File: src/rtl/instr_prefetch_queue_if.sv
// Fetch front-end bundle: redirect/halt control, instruction RAM port and the
// decoder-side valid/ready handshake, grouped for instr_prefetch_queue.
// Ports (slave = queue view): in redirect, redirect_pc, halt, fetch_data, instr_ready;
//   out fetch_req, fetch_addr, instr_valid, instr_out, instr_pc, count.
interface instr_prefetch_queue_if #(
  parameter int ADDR_W = 11,
  parameter int DATA_W = 32,
  parameter int DEPTH  = 4
);
  localparam int CNT_W = $clog2(DEPTH + 1);

  logic              redirect;
  logic [ADDR_W-1:0] redirect_pc;
  logic              halt;
  logic              fetch_req;
  logic [ADDR_W-1:0] fetch_addr;
  logic [DATA_W-1:0] fetch_data;
  logic              instr_valid;
  logic              instr_ready;
  logic [DATA_W-1:0] instr_out;
  logic [ADDR_W-1:0] instr_pc;
  logic [CNT_W-1:0]  count;

  // Environment side: branch unit / RAM / decoder.
  modport master (
    output redirect, redirect_pc, halt, fetch_data, instr_ready,
    input  fetch_req, fetch_addr, instr_valid, instr_out, instr_pc, count
  );

  // Prefetch queue side.
  modport slave (
    input  redirect, redirect_pc, halt, fetch_data, instr_ready,
    output fetch_req, fetch_addr, instr_valid, instr_out, instr_pc, count
  );
endinterface

File: src/rtl/instr_prefetch_queue.sv
// Sequential instruction prefetcher with a DEPTH-entry {data, pc} queue in front of the decoder.
// Latency: redirect at t -> fetch at t+1 -> RAM data t+2 -> head valid t+3; 1 instr/cycle steady.
// Backpressure: fetches are credit-limited by occupancy + in-flight read; instr_ready stalls the head.
// Ports: clk, rst_n (async active-low), bus (instr_prefetch_queue_if.slave).
module instr_prefetch_queue #(
  parameter int ADDR_W = 11,
  parameter int DATA_W = 32,
  parameter int DEPTH  = 4
) (
  input logic                  clk,
  input logic                  rst_n,
  instr_prefetch_queue_if.slave bus
);
  localparam int PTR_W = $clog2(DEPTH);
  localparam int CNT_W = $clog2(DEPTH + 1);

  typedef enum logic {IDLE, RUN} state_e;

  state_e            state_q, state_d;
  logic [ADDR_W-1:0] fetch_pc_q, fetch_pc_d;
  logic [ADDR_W-1:0] inflight_pc_q, inflight_pc_d;
  logic              inflight_q, inflight_d;
  logic [PTR_W-1:0]  rd_ptr_q, rd_ptr_d;
  logic [PTR_W-1:0]  wr_ptr_q, wr_ptr_d;
  logic [CNT_W-1:0]  count_q, count_d;
  logic [DATA_W-1:0] dat_q [DEPTH];
  logic [ADDR_W-1:0] pc_q  [DEPTH];

  logic              pop;
  logic              push;
  logic              fetch_req;
  logic [CNT_W:0]    occ;

  assign pop  = (count_q != '0) && bus.instr_ready;
  // Returning data is dropped when a redirect lands in the same cycle.
  assign push = inflight_q && !bus.redirect;

  // Credit includes this cycle's pop so a full-rate stream never bubbles.
  assign occ       = {1'b0, count_q} + (CNT_W+1)'(inflight_q) - (CNT_W+1)'(pop);
  assign fetch_req = (state_q == RUN) && !bus.halt && !bus.redirect &&
                     (occ < (CNT_W+1)'(DEPTH));

  always_comb begin
    state_d       = state_q;
    fetch_pc_d    = fetch_pc_q;
    inflight_pc_d = inflight_pc_q;
    inflight_d    = fetch_req;
    rd_ptr_d      = rd_ptr_q;
    wr_ptr_d      = wr_ptr_q;
    count_d       = count_q;
    if (bus.redirect) begin
      state_d    = RUN;
      fetch_pc_d = bus.redirect_pc;
      inflight_d = 1'b0;
      rd_ptr_d   = '0;
      wr_ptr_d   = '0;
      count_d    = '0;
    end else begin
      if (fetch_req) begin
        fetch_pc_d    = fetch_pc_q + ADDR_W'(1);
        inflight_pc_d = fetch_pc_q;
      end
      if (push) wr_ptr_d = wr_ptr_q + PTR_W'(1);
      if (pop)  rd_ptr_d = rd_ptr_q + PTR_W'(1);
      case ({push, pop})
        2'b10:   count_d = count_q + CNT_W'(1);
        2'b01:   count_d = count_q - CNT_W'(1);
        default: count_d = count_q;
      endcase
    end
  end

  always_ff @(posedge clk or negedge rst_n) begin
    if (!rst_n) begin
      state_q       <= IDLE;
      fetch_pc_q    <= '0;
      inflight_pc_q <= '0;
      inflight_q    <= 1'b0;
      rd_ptr_q      <= '0;
      wr_ptr_q      <= '0;
      count_q       <= '0;
    end else begin
      state_q       <= state_d;
      fetch_pc_q    <= fetch_pc_d;
      inflight_pc_q <= inflight_pc_d;
      inflight_q    <= inflight_d;
      rd_ptr_q      <= rd_ptr_d;
      wr_ptr_q      <= wr_ptr_d;
      count_q       <= count_d;
    end
  end

  // Storage is cleared so the head reads as zero straight out of reset.
  always_ff @(posedge clk or negedge rst_n) begin
    if (!rst_n) begin
      for (int i = 0; i < DEPTH; i++) begin
        dat_q[i] <= '0;
        pc_q[i]  <= '0;
      end
    end else if (push) begin
      dat_q[wr_ptr_q] <= bus.fetch_data;
      pc_q[wr_ptr_q]  <= inflight_pc_q;
    end
  end

  assign bus.fetch_req   = fetch_req;
  assign bus.fetch_addr  = fetch_pc_q;
  assign bus.instr_valid = (count_q != '0);
  assign bus.instr_out   = dat_q[rd_ptr_q];
  assign bus.instr_pc    = pc_q[rd_ptr_q];
  assign bus.count       = count_q;
endmodule

File: src/flat_wrapper.sv
// flat-port wrapper written by rule: the top's interface ports become plain ports
module instr_prefetch_queue_flat 
#(
  parameter int ADDR_W = 11,
  parameter int DATA_W = 32,
  parameter int DEPTH  = 4
)
  (clk, rst_n, bus_redirect, bus_redirect_pc, bus_halt, bus_fetch_data, bus_instr_ready, bus_fetch_req, bus_fetch_addr, bus_instr_valid, bus_instr_out, bus_instr_pc, bus_count);
  instr_prefetch_queue_if #(.ADDR_W(ADDR_W), .DATA_W(DATA_W), .DEPTH(DEPTH)) bus_i ();
  input logic clk;
  input logic rst_n;
  input wire logic [$bits(bus_i.redirect)-1:0] bus_redirect;
  input wire logic [$bits(bus_i.redirect_pc)-1:0] bus_redirect_pc;
  input wire logic [$bits(bus_i.halt)-1:0] bus_halt;
  input wire logic [$bits(bus_i.fetch_data)-1:0] bus_fetch_data;
  input wire logic [$bits(bus_i.instr_ready)-1:0] bus_instr_ready;
  output wire logic [$bits(bus_i.fetch_req)-1:0] bus_fetch_req;
  output wire logic [$bits(bus_i.fetch_addr)-1:0] bus_fetch_addr;
  output wire logic [$bits(bus_i.instr_valid)-1:0] bus_instr_valid;
  output wire logic [$bits(bus_i.instr_out)-1:0] bus_instr_out;
  output wire logic [$bits(bus_i.instr_pc)-1:0] bus_instr_pc;
  output wire logic [$bits(bus_i.count)-1:0] bus_count;
  assign bus_i.redirect = bus_redirect;
  assign bus_i.redirect_pc = bus_redirect_pc;
  assign bus_i.halt = bus_halt;
  assign bus_i.fetch_data = bus_fetch_data;
  assign bus_i.instr_ready = bus_instr_ready;
  assign bus_fetch_req = bus_i.fetch_req;
  assign bus_fetch_addr = bus_i.fetch_addr;
  assign bus_instr_valid = bus_i.instr_valid;
  assign bus_instr_out = bus_i.instr_out;
  assign bus_instr_pc = bus_i.instr_pc;
  assign bus_count = bus_i.count;
  instr_prefetch_queue #(.ADDR_W(ADDR_W), .DATA_W(DATA_W), .DEPTH(DEPTH)) u_core (.clk(clk), .rst_n(rst_n), .bus(bus_i));
endmodule
File: config.mk
export PLATFORM = sky130hd
export DESIGN_NAME = instr_prefetch_queue_flat
export DESIGN_NICKNAME = d
export VERILOG_FILES = /design/src/rtl/instr_prefetch_queue_if.sv /design/src/rtl/instr_prefetch_queue.sv /design/src/flat_wrapper.sv
export SDC_FILE = /design/constraint.sdc
export NUM_CORES = 1
export LEC_CHECK = 0
export ABC_AREA = 1
export BUFFER_PORTS_ARGS = -buffer_cell sky130_fd_sc_hd__buf_2
export CAP_MARGIN = 20
export CORE_ASPECT_RATIO = 2
export CORE_UTILIZATION = 58
export CTS_BUF_LIST = sky130_fd_sc_hd__clkbuf_8
export DETAILED_ROUTE_END_ITERATION = 8
export PLACE_DENSITY = 0.79
export RECOVER_POWER = 50
export SYNTH_ARGS = -nofsm -noshare
export SYNTH_HDL_FRONTEND = slang
export SYNTH_SLANG_ARGS = --single-unit
File: constraint.sdc
create_clock -name clk -period 2.98 [get_ports clk]
set_input_delay 0.596 -clock clk [delete_from_list [all_inputs] [get_ports clk]]
set_output_delay 0.596 -clock clk [all_outputs]
set_load 0.02 [all_outputs]
Yosys cells after proc, flatten, opt, wreduce, memory -nomap -nowiden
Index checks and enable logic that the tools add are counted.
- output and inout bits: 59
- register bits: 203
- reductions and logical operators: 14
- equality and inequality tests: 2
- $add $sub $neg: 7
- magnitude comparators: 4
- bitwise operators: 3
- multiplexer cells: 21
- operators with widths (cell ; number):
    $bwmux 128 ; 1
    $mux 32 ; 3
    $bmux 32 s2 ; 1
    $demux 32 s2 ; 1
    $mux 11 ; 5
    $bwmux 44 ; 1
    $bmux 11 s2 ; 1
    $demux 11 s2 ; 1
    $add 11x1->11 const B ; 1
    $mux 2 ; 4
    $ge 3x3->1 const B ; 2
    $logic_and 1x1->1 ; 6
    $not 2->3 ; 2
    $pmux 3 s2 ; 1
    $reduce_bool 2->1 ; 3
    $reduce_bool 3->1 ; 2
    $add 2x1->2 const B ; 2
    $add 3x1->4 ; 1
    $lt 4x3->1 const B ; 1
    $sub 4x1->4 ; 1
    $add 3x1->3 const B ; 1
    $lt 3x1->1 const B ; 1
    $mux 3 ; 1
    $sub 3x1->3 const B ; 1
    6 further kinds ; 7

Depth between registers and ports, before layout
- depth after elaboration: 7
- gate-level depth with buffers: 18
- depth with buffers taken out: 17

Worst setup path before layout
No wires, ideal clock.
- path kind: reg-to-output
- start: register u_core.count_q[0] (netlist: u_core.bus.count[0])
- end: output port bus_fetch_req
- slack: 0.263 ns
- required time: 2.384 ns
- cell stages (with the launch flop): 15
- arrival: 2.121 ns
- path buffers: 0
- cell sequence: dfrtp_1 -> inv_1 -> nand3_1 -> nand2_1 -> inv_1 -> ha_1 -> inv_1 -> ha_1 -> nand2_1 -> inv_1 -> nand2_1 -> nand3_1 -> nand2_2 -> nand3_4 -> inv_1
- longest elaborated chain between the ends: 5
- ends and longest elaborated chain (what ; RTL line ; text):
    start: declaration ; instr_prefetch_queue.sv:25 ; logic [CNT_W-1:0] count_q, count_d;
    start signal: assignment ; instr_prefetch_queue.sv:89 ; count_q <= count_d;
    $reduce_bool 3->1 ; - ;
    via bus_instr_valid ; flat_wrapper.sv:19 ; output wire logic [$bits(bus_i.instr_valid)-1:0] bus_instr_valid;
    $logic_and 1x1->1 ; instr_prefetch_queue.sv:34 ; assign pop = (count_q != '0) && bus.instr_ready;
    $sub 4x1->4 ; instr_prefetch_queue.sv:39 ; assign occ = {1'b0, count_q} + (CNT_W+1)'(inflight_q) - (CNT_W+1)'(pop);
    $lt 4x3->1 ; instr_prefetch_queue.sv:41 ; (occ < (CNT_W+1)'(DEPTH));
    $logic_and 1x1->1 ; instr_prefetch_queue.sv:40 ; assign fetch_req = (state_q == RUN) && !bus.halt && !bus.redirect &&
    end: declaration ; flat_wrapper.sv:17 ; output wire logic [$bits(bus_i.fetch_req)-1:0] bus_fetch_req;
The timed path passes the listed nets, and every way through them passes these cells.

Worst setup path after layout
- start: register u_core.count_q[2] (netlist: u_core.bus.count[2])
- end: output port bus_fetch_req
- longest elaborated chain between the ends: 5
- ends and longest elaborated chain (what ; RTL line):
    branches (longest 2 deep; another with $add 3x1->4) ; -
    $sub 4x1->4 (*) ; instr_prefetch_queue.sv:39
    $lt 4x3->1 (*) ; instr_prefetch_queue.sv:41
    $logic_and 1x1->1 (*) ; instr_prefetch_queue.sv:40
Mark *: on every way between the ends.

==> results.cfg <==
[clock_network]
cts.sinks = 203
cts_htree_levels = 1
clk_pin_slew_ps = 70
cts_max_path_buffers = 3
clkLatencyLatePin_ps = 540
cts_tree = yes
root_buffer = clkbuf_8
numCtsBuffers = 28
cts_hold_buf = 0

[synthesis]
ys_seq_area_frac = 0.5575
ys_types = 25
yosysTopAreaCell = dfrtp_1
netlist_top_cells_area = dfrtp_1 (56%), nand2_1 (11%), o21ai_1 (9.2%), o21ai_0 (5.9%), nor2_1 (3.9%)
synth_area_um2 = 9112
synth_compound_area_frac = 0.1882
synth_adder_area_share = 0.01318
synthSimpleGateAreaFrac = 0.1723
synth_top_family_by_area = compound AO/OA/AOI/OAI gates
syn_inst = 1083
synth-xor-area-share = 0.001922
synth_nets = 1140
yosysWarningCount = 0
synth_top_area_frac = 0.5575
synth_seq_cells = 203
synth.avg_cell_area_um2 = 8.414
synthMuxAreaShare = 0

[final_layout]
fin_util = 0.6808
nets = 1232
finalNonFillerCells = 1393
diodes = 0
drive_gt1_frac = 0.1582
fill_cells = 1308
layout.cells.most_common = nand2_1
syn_to_final_growth_pct = 14.27
final_cell_mix = nand2_1 (263), dfrtp_1 (202), o21ai_1 (157), o21ai_0 (117), nor2_1 (96)

[pwr]
p_leak_nw = 5.327
finalPower_mw = 10.25
vdd_drop_max_v = 0.0008606
power.density_nw_per_um2 = 984.3

[hold_path]
hold_class = in2reg

[placement]
dpl.hpwl_um = 12650
placed_cells = 1331
place.port_buffers = 106
gp_congestion = 0.8076
dpl_worst_slack_ps = 272.8

[routing]
drt_iter0_markers = 600
firstDrtPassIters = 4
via_per_inst = 5.565
wl_met2_um = 11050
met1_length_um = 8505
routed_wl_um = 21160
drc = 0
top_layer = met4
ant_nets = 0
routedWlPerCell_um = 15.19
wl_met3_um = 915
via_count = 7752

[timing]
layout_min_cycle_time_ps = 2920
fmax_ghz = 0.3425
setup_viol_count_final = 0
holdWs_ps = 348.2
hold_violations = 0
relSlewSlack = -0.2385
finalCritPeriodShare = 0.9798
tightest_slew_ps = 1858
skew_ps = 15.13
finalMaxSlewViolations = 250
setup_ws_ps = 60.23

[floorplanning]
fp.dieW_um = 90.63
ios = 107
start_util = 0.5958
rows = 64
core_um2 = 15290
dieHeight_um = 179.3
die-area_um2 = 16250

[grt]
grt_pass1_wl_um = 35430
grt_max_degree = 87
track_usage = 0.2694
grt_pass1_vias = 7546
grt_overflow = 0
antenna_found_initial = 1

[run_status]
violations = max-capacitance violations, max-slew violations
status = complete, but fails checks

[job]
max_cap_viol_count = 3

[critical_path]
critical_path.max_fanout = 3
startpoint_type = flop
worstPathRequired_ps = 2380
crit_type = reg2out
end_kind = output port
critPathArrivalTime_ps = 2320
==> state kept, by name, indices dropped and copies added (netlist names) <==
register               count
u_core.dat_q             128
u_core.pc_q               44
u_core.bus.fetch_addr     11
u_core.inflight_pc_q      11
u_core.bus.count           3
u_core.rd_ptr_q            2
u_core.wr_ptr_q            2
u_core.inflight_q          1
u_core.state_q             1
==> report_power, final <==
group	total [mW]	internal [mW]	leakage, nW	switching [mW]
Clock	2.27	1.27	0.346	1.01
Sequential	3.95	3.49	2.71	0.466
Combinational	4.02	1.39	2.27	2.63
==> worst paths after layout <==
check                                    startpoint          endpoint  slack (ps)  depth (start not counted)
worst min-delay path             bus_fetch_data[27]  u_core.dat_q[91]         350                          3
worst max register to register    u_core.inflight_q  u_core.dat_q[67]         250                          5
min in group asynchronous                     rst_n   u_core.pc_q[41]         550                          1
worst max-delay path            u_core.bus.count[2]     bus_fetch_req          60                         16
worst min register to register       u_core.state_q    u_core.state_q         470                          2
max in group asynchronous                     rst_n  u_core.dat_q[49]         570                          2
==> area by class of cell <==
class                           count  area (um2)  area share
Clock inverter                     17       150.1     0.01442
Inverter                           72       272.8     0.02620
Sequential cell                   203        5081      0.4880
Clock buffer                       33       454.2     0.04362
Tap cell                          198       247.7     0.02379
Multi-Input combinational cell    737        3468      0.3331
Timing Repair Buffer              133       738.2     0.07090
==> logic make-up (layout without fill, tap and decap cells) <==
family	count (synthesis)	count (layout)
buffers and inverters	143	255
AO/OA/AOI/OAI	329	329
XOR/XNOR	2	2
adder cells (fa/ha/maj)	9	9
flip-flops	203	203
AND/OR/NAND/NOR	397	397
==> per-layer routing <==
metal,up-vias,global-route usage
met5,-,0
met1,3726,0.3186
met2,223,0.4924
li1,3756,-
met4,0,0.1116
met3,47,0.03265
==> through the flow <==
step / setup TNS (ps) / cell area, um2
after detailed placement: 0 / 9732
after floorplan: 0 / 9112
after CTS: 0 / 10410
after global routing: -47.58 / 10410
final: 0 / 10410
after global placement: 0 / 9732
==> worst max-delay path, cell delays in order, from the launching register on <==
cell	delay, ps
dfrtp_1	390
inv_2	70
nand3_4	90
nand2_2	70
inv_2	60
ha_2	160
inv_2	40
ha_4	250
nand2_1	50
inv_1	70
nand2_2	70
nand2_1	60
nand2_1	60
nand2_2	80
nand3_4	90
inv_4	70
buf_6	110
==> Yosys cell counts <==
master	instances
o21ai_0	107
o22ai_1	43
buf_2	28
buf_1	2
inv_1	71
nand3_1	27
nand2_1	265
nand2_2	6
clkbuf_1	36
o21ai_1	167
xnor2_1	1
xor2_1	1
nor2_1	95
a21oi_1	8
nand3b_1	1
o21ai_2	3
ha_1	8
inv_2	1
nor2_4	1
a22o_1	1
buf_6	5
nand3_4	1
fa_1	1
dfrtp_1	203
nor3_2	1
==> what timing repair did <==
action	CTS	global route
buffers inserted	8	4
endpoints found under the setup margin	1	1
pin swaps	2	2
gates resized for setup	8	7
(Power assumes the default switching activity.)
